$ cat src/rtl/fetch_pkg.sv
// Shared widths, buffer depth and FSM state type for the instruction fetch unit.
// Pure declarations: no latency, no flow control.
// Pointer helper wraps modulo the buffer depth.
package fetch_pkg;

    localparam int PC_W_DFLT     = 16;
    localparam int INSTR_W_DFLT  = 17;
    localparam int RESET_PC_DFLT = 0;
    localparam int FIFO_DEPTH    = 3;

    typedef enum logic {
        IDLE = 1'b0,
        RUN  = 1'b1
    } state_t;

    function automatic logic [1:0] ptr_inc(input logic [1:0] p);
        return (p == 2'(FIFO_DEPTH - 1)) ? 2'd0 : p + 2'd1;
    endfunction

endpackage

$ cat src/rtl/fetch_fifo.sv
// Three-entry response buffer holding {instruction, pc} pairs for decode.
// Latency: a pushed word is visible at head the cycle after the push.
// Backpressure: push is dropped when full with no pop; flush beats push/pop.
module fetch_fifo
    import fetch_pkg::*;
#(
    parameter int W = INSTR_W_DFLT + PC_W_DFLT
) (
    input  logic         clk,
    input  logic         reset,
    input  logic         push,
    input  logic [W-1:0] push_data,
    input  logic         pop,
    input  logic         flush,
    output logic [W-1:0] head,
    output logic         empty,
    output logic [1:0]   count
);

    logic [W-1:0] mem [FIFO_DEPTH];
    logic [1:0]   rd_ptr;
    logic [1:0]   wr_ptr;
    logic         full;
    logic         do_push;
    logic         do_pop;

    assign empty   = (count == 2'd0);
    assign full    = (count == 2'(FIFO_DEPTH));
    assign do_pop  = pop && !empty;
    assign do_push = push && (!full || do_pop);
    assign head    = mem[rd_ptr];

    always_ff @(posedge clk) begin
        if (do_push && reset && !flush) begin
            mem[wr_ptr] <= push_data;
        end
    end

    always_ff @(posedge clk) begin
        if (!reset || flush) begin
            rd_ptr <= 2'd0;
            wr_ptr <= 2'd0;
            count  <= 2'd0;
        end else begin
            if (do_push) begin
                wr_ptr <= ptr_inc(wr_ptr);
            end
            if (do_pop) begin
                rd_ptr <= ptr_inc(rd_ptr);
            end
            case ({do_push, do_pop})
                2'b10:   count <= count + 2'd1;
                2'b01:   count <= count - 2'd1;
                default: count <= count;
            endcase
        end
    end

endmodule

$ cat src/rtl/fetch_unit.sv
// Instruction fetch: issues in-order memory requests and buffers responses for decode.
// Latency: first request two cycles after reset release; 1/cycle sustained with 1-cycle memory.
// Backpressure: requests stop once in-flight plus buffered reaches 3; redirect flushes and drops.
module fetch_unit
    import fetch_pkg::*;
#(
    parameter int          PC_W     = PC_W_DFLT,
    parameter int          INSTR_W  = INSTR_W_DFLT,
    parameter int unsigned RESET_PC = RESET_PC_DFLT
) (
    input  logic               clk,
    input  logic               reset,
    output logic               imem_req_valid,
    input  logic               imem_req_ready,
    output logic [PC_W-1:0]    imem_req_addr,
    input  logic               imem_rsp_valid,
    input  logic [INSTR_W-1:0] imem_rsp_data,
    input  logic               redirect_valid,
    input  logic [PC_W-1:0]    redirect_pc,
    output logic               instr_valid,
    input  logic               instr_ready,
    output logic [INSTR_W-1:0] instr_out,
    output logic [PC_W-1:0]    instr_pc
);

    localparam int              ENTRY_W = INSTR_W + PC_W;
    localparam logic [PC_W-1:0] RST_PC  = PC_W'(RESET_PC);

    state_t             state_q;
    state_t             state_d;
    logic [PC_W-1:0]    fpc;
    logic [PC_W-1:0]    rsp_pc;
    logic [1:0]         inflight;
    logic [1:0]         inflight_nxt;
    logic [1:0]         drop;
    logic [1:0]         fifo_count;
    logic               fifo_empty;
    logic [ENTRY_W-1:0] fifo_head;
    logic               req_hs;
    logic               rsp_acc;
    logic               push;
    logic               pop;

    // Issue decision looks only at registered counts so it never depends on same-cycle inputs.
    assign imem_req_valid = reset && (state_q == RUN)
                            && ((3'(inflight) + 3'(fifo_count)) < 3'(FIFO_DEPTH));
    assign imem_req_addr  = reset ? fpc : RST_PC;
    assign req_hs         = imem_req_valid && imem_req_ready;

    // A response with nothing outstanding is stray and must not disturb the counters.
    assign rsp_acc = reset && imem_rsp_valid && (inflight != 2'd0);
    assign push    = rsp_acc && (drop == 2'd0) && !redirect_valid;
    assign pop     = instr_valid && instr_ready && !redirect_valid;

    assign instr_valid = reset && !fifo_empty;
    assign instr_out   = instr_valid ? fifo_head[ENTRY_W-1 -: INSTR_W] : '0;
    assign instr_pc    = instr_valid ? fifo_head[PC_W-1:0] : '0;

    always_comb begin
        case ({req_hs, rsp_acc})
            2'b10:   inflight_nxt = inflight + 2'd1;
            2'b01:   inflight_nxt = inflight - 2'd1;
            default: inflight_nxt = inflight;
        endcase
    end

    always_comb begin
        state_d = state_q;
        case (state_q)
            IDLE:    state_d = RUN;
            RUN:     state_d = RUN;
            default: state_d = IDLE;
        endcase
    end

    always_ff @(posedge clk) begin
        if (!reset) begin
            state_q  <= IDLE;
            fpc      <= RST_PC;
            rsp_pc   <= RST_PC;
            inflight <= 2'd0;
            drop     <= 2'd0;
        end else begin
            state_q  <= state_d;
            inflight <= inflight_nxt;
            if (redirect_valid) begin
                // Everything still outstanding after this edge belongs to the old path.
                fpc    <= redirect_pc;
                rsp_pc <= redirect_pc;
                drop   <= inflight_nxt;
            end else begin
                if (req_hs) begin
                    fpc <= fpc + 1'b1;
                end
                if (push) begin
                    rsp_pc <= rsp_pc + 1'b1;
                end
                if (rsp_acc && (drop != 2'd0)) begin
                    drop <= drop - 2'd1;
                end
            end
        end
    end

    fetch_fifo #(
        .W (ENTRY_W)
    ) u_fifo (
        .clk       (clk),
        .reset     (reset),
        .push      (push),
        .push_data ({imem_rsp_data, rsp_pc}),
        .pop       (pop),
        .flush     (redirect_valid),
        .head      (fifo_head),
        .empty     (fifo_empty),
        .count     (fifo_count)
    );

endmodule
$ cat config.mk
export PLATFORM = sky130hd
export DESIGN_NAME = fetch_unit
export DESIGN_NICKNAME = d
export VERILOG_FILES = /design/src/rtl/fetch_pkg.sv /design/src/rtl/fetch_fifo.sv /design/src/rtl/fetch_unit.sv
export SDC_FILE = /design/constraint.sdc
export NUM_CORES = 1
export LEC_CHECK = 0
export ABC_AREA = 0
export BUFFER_PORTS_ARGS = -buffer_cell sky130_fd_sc_hd__buf_4
export CAP_MARGIN = 25
export CORE_MARGIN = 4
export CORE_UTILIZATION = 33
export DETAILED_ROUTE_END_ITERATION = 7
export PLACE_DENSITY = 0.59
export SYNTH_ARGS = -nofsm -noshare
export SYNTH_HDL_FRONTEND = slang
export SYNTH_SLANG_ARGS = --single-unit
export TNS_END_PERCENT = 5
$ cat constraint.sdc
create_clock -name clk -period 5.25 [get_ports clk]
set_input_delay 0.525 -clock clk [delete_from_list [all_inputs] [get_ports clk]]
set_output_delay 0.525 -clock clk [all_outputs]
set_load 0.02 [all_outputs]
==> run_results.csv <==
group,metric,value,unit
cts,cts.sink_count,144,
global_routing,gr-total-overflow,0,
critical_path,rr_worst_depth,10,
synth,ys_seq_elements,144,
synth,yosysTopAreaCell,"edfxtp_1",
critical_path,worst_ep_arrival_time,2.32,ns
synth,synth.most_common_cell,"edfxtp_1",
route,avgRoutedWirePerCell,16.34,um
cts,cts_buffers,17,
route,wl,13930,um
power_and_ir_drop,seqPwrFrac,47.5,%
placed_design,place.gp.congestion,0.8971,
global_routing,antenna_found_initial,0,
cells_and_area,nNetsFinal,658,
synth,synth_common_cells,"99 x edfxtp_1, 76 x nor2_1, 48 x a21oi_1",
synth,synthArstFlopShare,0,%
synth,ys_types,49,
cts,cts_max_level,4,
cts,path_clk_slew,0.06,ns
cts,clockRootBuffer,"clkbuf_16",
cts,cts_hold_buf,0,
cells_and_area,diodes,0,
route,dr.pass1.iters,5,
critical_path,rr_endpoint,"drop[1]",
sta,rsz0062_at_grt,"false",
synth,ys_seq_area_share,62.81,%
run_status,status,"finished, final reports clean",
critical_path,worstPathCellList,"ha_1 -> fa_1 -> nor2b_1 -> nand2_1 -> nor2_1 -> buf_4",
synth,netlist_instances,524,
sta,fmax,0.3515,GHz
critical_path,crit_type,"flop to primary output",
floorplan,num_rows,49,
power_and_ir_drop,p_int,2.133,mW
route,drtIter0Drc,234,
sta,finalHoldViolCount,0,
synth,ys_warn_count,0,
critical_path,cp-start-kind,"flop",
power_and_ir_drop,p_clk_share,47.7,%
synth,syn_area_per_cell,11.77,um^2
floorplan,coreArea,18150,um^2
placed_design,portBuffers,89,
placed_design,dpl_cell_area,7107,um^2
cells_and_area,drive_gt1_share,21.47,%
job,maxCapViolations,0,
floorplan,die_w,144.7,um
sta,relSlewSlack,62.47,%
sta,period_minus_slack,2.845,ns
floorplan,die_height,144.7,um
sta,setup_viol,0,
power_and_ir_drop,switching_share,20.08,%
cts,post_cts_resized,0,
cts,cts_max_path_buffers,2,
sta,tns,0,ns
sta,skew,0.008886,ns
critical_path,cp-endpoint,"imem_req_valid",
critical_path,endpoint_kind,"primary output",
min_path,min-delay-start,"imem_rsp_data[13]",
critical_path,r2r_slack,2.57,ns
cts,insertion_delay,0.41,ns
synth,synth_fp_nets,570,
critical_path,cpLargestDelayFamily,"simple AND/OR/NAND/NOR gates",
cells_and_area,syn_to_final_growth,25.36,%
critical_path,worstPathRequired,4.72,ns
power_and_ir_drop,pwr-share-comb,4.7,%
critical_path,reg2reg_from,"inflight[0]",
synth,synthFlopType,"edfxtp_1",
cells_and_area,final_area,7731,um^2
sta,min_period_over_period,54.20,%
critical_path,crit_start,"inflight[0]",
synth,synth-edff-count,99,
min_path,hp-class,"input port to flop",
sta,slew_viol_final,0,
sta,worst_pin_slew,0.5571,ns
route,final_antenna_net_count,0,
critical_path,cp.depth,6,
route,drc,0,
cts,cts_setup_buffers,0,
cts,cts_tree,"done",
power_and_ir_drop,power_density,345.2,nW/um^2
floorplan,io_pins,90,
global_routing,grtUsageTotal,13.74,%
floorplan,dieArea,20940,um^2
critical_path,cp_max_fo,8,
synth,synthTopCellsByArea,"edfxtp_1 48%, dfxtp_1 15%, mux2i_1 5.5%",
floorplan,start_util,33.98,%
power_and_ir_drop,switching_power,535.8,uW
power_and_ir_drop,ir_worst_vdd,0.0002319,V
critical_path,path_buf_inv,1,
placed_design,dp_hpwl,9285,um
synth,netlist_area,6167,um^2
critical_path,slowest_stage,"nor2b_1",
global_routing,grt_pass1_vias,4299,
global_routing,grt_max_degree,54,
global_routing,grt_pass1_wl,22290,um
route,via_per_inst,5.096,
synth,synth.top_cell.area_share,48.20,%
route,vias,4347,
power_and_ir_drop,leakage,2.785,nW
critical_path,max_stage_delay,0.42,ns
state kept, by name, summed over array words and instances, names as in the netlist, named ones only:
signal	flops
u_fifo.mem	99
inflight	2
rsp_pc	16
u_fifo.count	2
u_fifo.wr_ptr	2
state_q	1
fpc	16
u_fifo.rd_ptr	2
drop	2
placed cells by master, fill, tap and decap left out, drive strengths merged, types with 4 or more instances in the layout:
cell type	synthesis	routed
a21oi	48	48
a31oi	13	13
and2	19	19
and3	4	4
and4	4	4
buf	5	96
bufinv	0	5
clkbuf	22	20
clkinv	1	5
dfxtp	45	45
edfxtp	99	99
ha	6	6
inv	9	10
mux2i	34	34
nand2	15	15
nand3	11	11
nand4	10	10
nor2	76	76
nor2b	4	4
nor3	4	4
nor4	5	5
o21ai	24	24
o31a	6	6
o31ai	6	6
or3	7	7
or4	6	6
xnor2	8	8
xor2	10	10
routing by layer:
layer / track usage, % / routed length, um / up-vias
met4: 5.547 / 210 / 0
met5: 0 / 0 / -
li1: - / - / 2119
met3: 3.911 / 913 / 17
met1: 18.45 / 6435 / 2052
met2: 21.04 / 6374 / 159
worst reg2reg max path: stages (launching register included):
cell     delay [ns]
dfxtp_1        0.37
ha_1           0.23
fa_1           0.36
nor2b_1        0.42
nand2_1        0.18
nor2_1         0.17
nand2_1        0.09
ha_1           0.31
nor2_1         0.16
xnor2_1        0.15
o22ai_1        0.11
cell families (layout without fill, tap and decap cells):
kind of cell	count (synthesis)	in the layout	share of synthesized area (%)
AND/OR/NAND/NOR	172	172	14.26
adder cells (fa/ha/maj)	7	7	1.542
multiplexers	35	35	5.701
XOR/XNOR	18	18	2.556
flip-flops	144	144	62.81
buffers and inverters	37	137	2.455
AO/OA/AOI/OAI	111	111	10.67
through the flow:
step                      cells  hold WS (ns)  util, %  total power, mW  setup WS, ns
after floorplan             524        0.4568        -            1.353         1.052
after global placement      820        0.5013    38.94            1.412         2.731
after detailed placement    822        0.5258    39.16            1.417         2.627
after CTS                   853        0.2874    42.60            2.692         2.413
after global routing        853        0.2839    42.60            2.761         2.164
final                       853        0.3076    42.60            2.669         2.405
layout make-up:
cell class	instances	area, um^2
clock buffer	20	436.7
clock inverter	11	187.7
fill	1720	10420
inverter	10	37.54
multi-input combinational	343	2161
sequential	144	3876
tap	229	286.5
timing repair buffer	96	745.7
worst min path at each step:
stage | to | cells past startpoint
6_report | u_fifo.mem[0][29] | 1
2_1_floorplan | u_fifo.mem[0][15] | 0
5_1_grt | u_fifo.mem[0][17] | 1
3_3_place_gp | flop | 1
4_1_cts | u_fifo.mem[2][32] | 1
3_5_place_dp | fpc[10] | 2
power groups by stage:
stage	Clock, mW	Combinational, mW	Sequential [mW]
floorplan	0	0.0724	1.28
global placement	0	0.122	1.29
detailed placement	0	0.126	1.29
CTS	1.30	0.127	1.27
global route	1.35	0.140	1.27
finish	1.27	0.126	1.27
Power figures use the tool's default switching activity.
